[config.mk]
export PLATFORM = sky130hd
export DESIGN_NAME = ql_scan_loader
export DESIGN_NICKNAME = d
export VERILOG_FILES = /design/src/rtl/ql_scan_pkg.sv /design/src/rtl/ql_scan_shreg.sv /design/src/rtl/ql_scan_loader.sv
export SDC_FILE = /design/constraint.sdc
export NUM_CORES = 1
export LEC_CHECK = 0
export ABC_AREA = 0
export CAP_MARGIN = 20
export CORE_AREA = 2 2 51 53
export CTS_BUF_LIST = sky130_fd_sc_hd__clkbuf_8
export DETAILED_ROUTE_END_ITERATION = 7
export DIE_AREA = 0 0 53 55
export DONT_BUFFER_PORTS = 1
export PLACE_DENSITY = 0.78
export SLEW_MARGIN = 30
export SYNTH_ARGS = -nofsm -noshare
export SYNTH_HDL_FRONTEND = slang
export SYNTH_SLANG_ARGS = --single-unit
[constraint.sdc]
create_clock -name clk -period 3.59 [get_ports clk]
set_clock_uncertainty 0.1 [all_clocks]
set_input_delay 0.718 -clock clk [delete_from_list [all_inputs] [get_ports clk]]
set_output_delay 0.718 -clock clk [all_outputs]
set_load 0.01 [all_outputs]
[src/rtl/ql_scan_pkg.sv]
// ql_scan_pkg: shared FSM state type and counter-width helpers for the scan loader
package ql_scan_pkg;
  typedef enum logic [1:0] {IDLE, LOAD, SHIFT, DONE} state_e;
  function automatic int rem_w(input int chain_len);
    return $clog2(chain_len + 1);
  endfunction
  function automatic int idx_w(input int word_w);
    return $clog2(word_w + 1);
  endfunction
endpackage

[src/rtl/ql_scan_shreg.sv]
// ql_scan_shreg: parallel-load, shift-right register; sin enters at the MSB so W shifts pack samples LSB-first
module ql_scan_shreg #(
  parameter int W = 8
) (
  input  logic         clk,
  input  logic         rst,
  input  logic         ld,
  input  logic [W-1:0] ld_data,
  input  logic         sh,
  input  logic         sin,
  output logic [W-1:0] q
);
  logic [W-1:0] q_q, q_d;
  always_comb q_d = ld ? ld_data : sh ? ((q_q >> 1) | (W'(sin) << (W - 1))) : q_q;
  always_ff @(posedge clk or posedge rst)
    if (rst) q_q <= '0;
    else q_q <= q_d;
  assign q = q_q;
endmodule

[src/rtl/ql_scan_loader.sv]
// ql_scan_loader: word-stream to scff-chain serial loader; define QL_SCAN_READBACK_EN to capture the chain tail
module ql_scan_loader
  import ql_scan_pkg::*;
#(
  parameter int CHAIN_LEN = 64,
  parameter int WORD_W    = 8
) (
  input  logic              clk,
  input  logic              R,
  input  logic              start,
  input  logic [WORD_W-1:0] s_data,
  input  logic              s_valid,
  output logic              s_ready,
  output logic              scan_out,
  output logic              scan_en,
  output logic              busy,
  output logic              done
`ifdef QL_SCAN_READBACK_EN
  ,
  input  logic              scan_in,
  output logic [WORD_W-1:0] rb_data,
  output logic              rb_valid
`endif
);
  localparam int RW = rem_w(CHAIN_LEN);
  localparam int IW = idx_w(WORD_W);
  state_e state_q, state_d;
  logic [RW-1:0] rem_q, rem_d;
  logic [IW-1:0] idx_q, idx_d, nb_q, nb_d;
  logic [WORD_W-1:0] sr_q;
  logic accept, word_end, last_bit;
  assign accept   = state_q == LOAD && s_valid;
  assign word_end = idx_q + IW'(1) == nb_q;
  assign last_bit = rem_q == RW'(1);
  // nb holds how many bits of the current word really shift; only the last word can be short
  always_comb begin
    state_d = state_q;
    rem_d   = rem_q;
    idx_d   = idx_q;
    nb_d    = nb_q;
    case (state_q)
      IDLE: if (start) begin
        state_d = LOAD;
        rem_d   = RW'(CHAIN_LEN);
      end
      LOAD: if (s_valid) begin
        state_d = SHIFT;
        idx_d   = '0;
        nb_d    = (int'(rem_q) < WORD_W) ? IW'(rem_q) : IW'(WORD_W);
      end
      SHIFT: begin
        idx_d   = idx_q + IW'(1);
        rem_d   = (rem_q == '0) ? '0 : rem_q - RW'(1);
        state_d = (last_bit || rem_q == '0) ? DONE : word_end ? LOAD : SHIFT;
      end
      DONE: state_d = IDLE;
    endcase
  end
  always_ff @(posedge clk or posedge R)
    if (R) begin
      state_q <= IDLE;
      rem_q   <= '0;
      idx_q   <= '0;
      nb_q    <= '0;
    end else begin
      state_q <= state_d;
      rem_q   <= rem_d;
      idx_q   <= idx_d;
      nb_q    <= nb_d;
    end
  ql_scan_shreg #(.W(WORD_W)) u_data (
    .clk(clk), .rst(R), .ld(accept), .ld_data(s_data), .sh(scan_en), .sin(1'b0), .q(sr_q)
  );
  assign s_ready  = state_q == LOAD;
  assign scan_en  = state_q == SHIFT;
  assign scan_out = scan_en & sr_q[0];
  assign busy     = s_ready | scan_en;
  assign done     = state_q == DONE;
`ifdef QL_SCAN_READBACK_EN
  // a short final word sits in the top bits of the capture register; shifting down right-aligns and zero-pads it
  logic [WORD_W-1:0] cap_q;
  logic rb_valid_q, rb_valid_d;
  logic [IW-1:0] rb_sh_q, rb_sh_d;
  ql_scan_shreg #(.W(WORD_W)) u_cap (
    .clk(clk), .rst(R), .ld(1'b0), .ld_data('0), .sh(scan_en), .sin(scan_in), .q(cap_q)
  );
  always_comb begin
    rb_valid_d = scan_en && (word_end || last_bit);
    rb_sh_d    = IW'(WORD_W) - nb_q;
  end
  always_ff @(posedge clk or posedge R)
    if (R) begin
      rb_valid_q <= 1'b0;
      rb_sh_q    <= '0;
    end else begin
      rb_valid_q <= rb_valid_d;
      rb_sh_q    <= rb_sh_d;
    end
  assign rb_valid = rb_valid_q;
  assign rb_data  = rb_valid_q ? cap_q >> rb_sh_q : '0;
`endif
endmodule

* Yosys cells after proc, flatten, opt, wreduce, memory -nomap -nowiden
Cells that the tools add are included.
Word-level totals: register bits 25, bits in latches 0, RAM bits 0, bits in read-only memories 0, input port bits 12, output and inout port bits 5, logic and storage cells 41, memories 0
Cells by class: add/subtract/negate cells 2, multipliers 0, divide/modulo/power cells 0, magnitude comparators 1, equality and inequality tests 7, shift-type cells 0, muxes and demuxes 13, bitwise logic cells 2, reduce and logical (&&, ||, !) cells 11
Operator list (count):
- two-way mux 8 bit | 2
- two-way mux 7 bit | 2
- case mux 7 bit (2 select lines) | 1
- two-way mux 2 bit | 4
- two-way mux 4 bit | 2
- case mux 2 bit (4 select lines) | 1
- case mux 4 bit (2 select lines) | 1
- AND reduction 2 bit | 4
- == test 7 x 1 -> 1 bit (second input constant) | 1
- logical NOT 7 bit | 1
- less-than comparator 7 x 4 -> 1 bit (second input constant) | 1
- subtractor 7 x 1 -> 7 bit (second input constant) | 1
- nonzero test 2 bit | 3
- adder 4 x 1 -> 4 bit (second input constant) | 1
- == test 2 bit (second input constant) | 2
- == test 4 bit | 1
- inequality test 2 bit (second input constant) | 2
- == test 2 x 1 -> 1 bit (second input constant) | 1
- logical NOT 2 bit | 1
- bitwise AND 1 bit | 1
- logical AND 1 bit | 1
- logical OR 1 bit | 1
- bitwise OR 1 bit | 1

* Depth between registers and ports, before layout
word-level depth 5, mapped depth 7, gate-level depth less buffers 6

* Cells and area by module
Synthesis repeated with hierarchy kept, for this count alone.
Unflattened totals: cells, all modules 136, area total of the unflattened synthesis 1402.6 um^2
Modules (own cells, without submodules):
- ql_scan_loader | instances 1, cells each 101, area an instance 1026.0 um^2, seq. area each 425.4 um^2
- ql_scan_shreg | instances 1, cells each 35, area an instance 376.6 um^2, seq. area each 200.2 um^2

* Worst setup path before layout
OpenSTA, ideal clock, no wires.
path kind register to output, start reg state_q[0], end out scan_out, arrival 1.342 ns, data required time 2.772 ns, setup slack 1.430 ns, cell stages (with the launch flop) 6, path buffers 2, path through dfrtp_1 > inv_1 > ha_1 > buf_2 > buf_2 > and2_1
On the way: cells in the longest elaborated chain, start to end 2
Ends and longest elaborated chain:
- start: declaration | line ql_scan_loader.sv:27 | state_e state_q, state_d;
- start signal: assignment | line ql_scan_loader.sv:66 | state_q <= state_d;
- == test 2 bit | line ql_scan_loader.sv:75 | assign scan_en = state_q == SHIFT;
- via scan_en | line ql_scan_loader.sv:15 | output logic scan_en,
- bitwise AND 1 bit | line ql_scan_loader.sv:76 | assign scan_out = scan_en & sr_q[0];
- end: declaration | line ql_scan_loader.sv:14 | output logic scan_out,
The timed path passes the listed nets, and every way through them passes these cells.

* Final worst setup path
Same ends and word-level chain as after synthesis.

==> impl_metrics.tcl <==
set metrics [dict create \
    drt_iter0_markers 11 \
    synth-simple-area-share_pct 17.9 \
    ant_nets 0 \
    synth_seq_area_share_pct 45.5 \
    finalMaxSlewViolations 0 \
    final_cell_mix "25 x dfrtp_1, 19 x nand2_1, 12 x o21ai_0" \
    first_global_vias 929 \
    p_leak_uw 0.000647 \
    cts_setup_buffers 0 \
    drc 0 \
    finalSetupTns_ns 0 \
    syn_nets 156 \
    drive_gt1_share_pct 8.70 \
    max_slew_margin_pct 56.7 \
    clock-sinks 25 \
    wl_mm 2.43 \
    r2r_slack_ns 1.71 \
    vias 944 \
    clkLatencyLatePin_ns 0.26 \
    area_growth_pct 5.28 \
    hold_violations 0 \
    synthMuxAreaShare_pct 6.73 \
    clk_pin_slew_ns 0.08 \
    synth.avg_cell_area_um2 10.0 \
    cp.arrival_ns 1.51 \
    clock_tree.htree_level_count 1 \
    coreArea_um2 2360 \
    pin_count 17 \
    port_buffers 0 \
    ir_drop_uv 518 \
    syn_inst 137 \
    ys_ff_latch 25 \
    synthXorXnorAreaFrac_pct 6.82 \
    register_area_um2 626 \
    drv_cap 0 \
    netlist_area_um2 1380 \
    synth_adder_area_share_pct 6.37 \
    final_common_cell "dfrtp_1" \
    stdcell_area_um2 1450 \
    start_util_pct 58.1 \
    num_antenna_cells 0 \
    routedWlPerCell_um 14.5 \
    globalRoute.totalOverflow 0 \
    critical_path.endpoint_type "output pin" \
    placementRows 18 \
    cts_buffers 3 \
    dr.pass1.iters 6 \
    grt_pass1_wl_mm 4.06 \
    power_density_nw_per_um2 860 \
    max_freq_mhz 430 \
    synth_warnings 0 \
    die_h_um 55 \
    die_x_um 53 \
    worstPathRequired_ns 2.77 \
    grt_start_max_net_pins 26 \
    fill_cells 206 \
    hpwl_mm 1.81 \
    min_path_type "in2async" \
    fin_crit_sh_pct 64.8 \
    synth_top_family_by_area "simple AND/OR/NAND/NOR gates" \
    tightest_slew_ns 0.644 \
    ys_types 34 \
    place_area_um2 1400 \
    antenna_found_initial 0 \
    viasPerCell 5.62 \
    synth_flop_cell "dfrtp_1" \
    setup_viol 0 \
    rsz0062_at_grt "false" \
    globalplace.congestion 0.749 \
    root_buffer "clkbuf_8" \
    synth_edf_count 0 \
    async_reset_ff_share_pct 100 \
    grt.total_usage_pct 20.1 \
    final_nets 158 \
    multi_input_area_um2 702 \
    cts_tree "done" \
    dieArea_um2 2920 \
    clockBufferDepth 2 \
    synth-compound-area-share_pct 13.2 \
    path_class "reg2out" \
    cts_resized 0 \
    start_kind "register" \
    fin_crit_ns 2.33 \
    crit_fanout 9 \
    holdBufCountCts 0 \
    status "completed" \
]
power breakdown:
group,total (uW),leakage (uW),switching (uW),internal (uW)
registers,487,0.000321,94.0,393
logic,597,0.000299,325,272
clock network,162,0.0000269,85.2,76.5
kinds of logic (layout without fill, tap and decap cells):
family | Yosys count | after routing
flops | 25 | 25
xor+xnor | 9 | 9
mux | 8 | 8
buf+inv | 12 | 13
simple gates | 49 | 49
compound gates | 27 | 27
fa+ha+maj | 7 | 7
per-layer routing:
metal,vias to the layer above,part of all wire [%],GRT usage [%]
met4,0,2.1,11.5
met2,10,48,34.4
li1,477,-,-
met3,4,3.0,4.57
met5,-,0,0
met1,453,46,23.3
final cells by class:
class / count / share of cell area, %
flip-flops and latches: 25 / 43.2
clock buffers: 3 / 2.85
repair buffers: 1 / 0.519
clock inverters: 1 / 0.259
well taps: 30 / 2.59
multi-input cells: 100 / 48.5
inverters: 8 / 2.07
through the flow:
| stage | instances | total power [uW] | hold slack, ns | util [%] | worst slack (ns) |
|---|---|---|---|---|---|
| 6_report | 168 | 1250 | 0.261 | 61.2 | 1.26 |
| 5_1_grt | 168 | 1350 | 0.291 | 61.2 | 1.17 |
| 4_1_cts | 168 | 1260 | 0.413 | 61.2 | 1.24 |
| 3_5_place_dp | 164 | 1090 | 0.393 | 59.3 | 1.54 |
| 3_3_place_gp | 164 | 1050 | 0.385 | 59.3 | 1.59 |
| 2_1_floorplan | 137 | 971 | 0.350 | - | 1.43 |
flip-flops by register name, summed over array words and instances (netlist names):
| register | cells |
|---|---|
| idx_q | 4 |
| nb_q | 4 |
| rem_q | 7 |
| state_q | 2 |
| u_data.q | 8 |
synth_stat cells (4+ instances only):
| master | count | area, um^2 |
|---|---|---|
| nand2_1 | 19 | 71.3 |
| nor2_1 | 8 | 30.0 |
| ha_1 | 7 | 87.6 |
| mux2i_1 | 7 | 70.1 |
| nand3_1 | 4 | 20.0 |
| o21ai_0 | 12 | 60.1 |
| o31ai_1 | 4 | 30.0 |
| dfrtp_1 | 25 | 626 |
| inv_1 | 8 | 30.0 |
| nor3_1 | 4 | 20.0 |
| xnor2_1 | 7 | 61.3 |
worst paths after layout:
check | from | endpoint | cells after the start
max reg2reg | state_q[0]$_DFFE_PP0P_ | rem_q[5]$_DFFE_PP0P_ | 6
max | state_q[0]$_DFFE_PP0P_ | scan_out | 3
max in group asynchronous | R | rem_q[1]$_DFFE_PP0P_ | 1
min | R | idx_q[2]$_DFFE_PP0P_ | 1
min in group clk | nb_q[2]$_DFFE_PP0P_ | nb_q[2]$_DFFE_PP0P_ | 2
min reg2reg | nb_q[2]$_DFFE_PP0P_ | nb_q[2]$_DFFE_PP0P_ | 2
critical path: stages, from the launching register on:
cell,delay [ns]
dfrtp_1,0.42
inv_1,0.11
ha_1,0.46
and2_1,0.25
(Power assumes the default switching activity.)
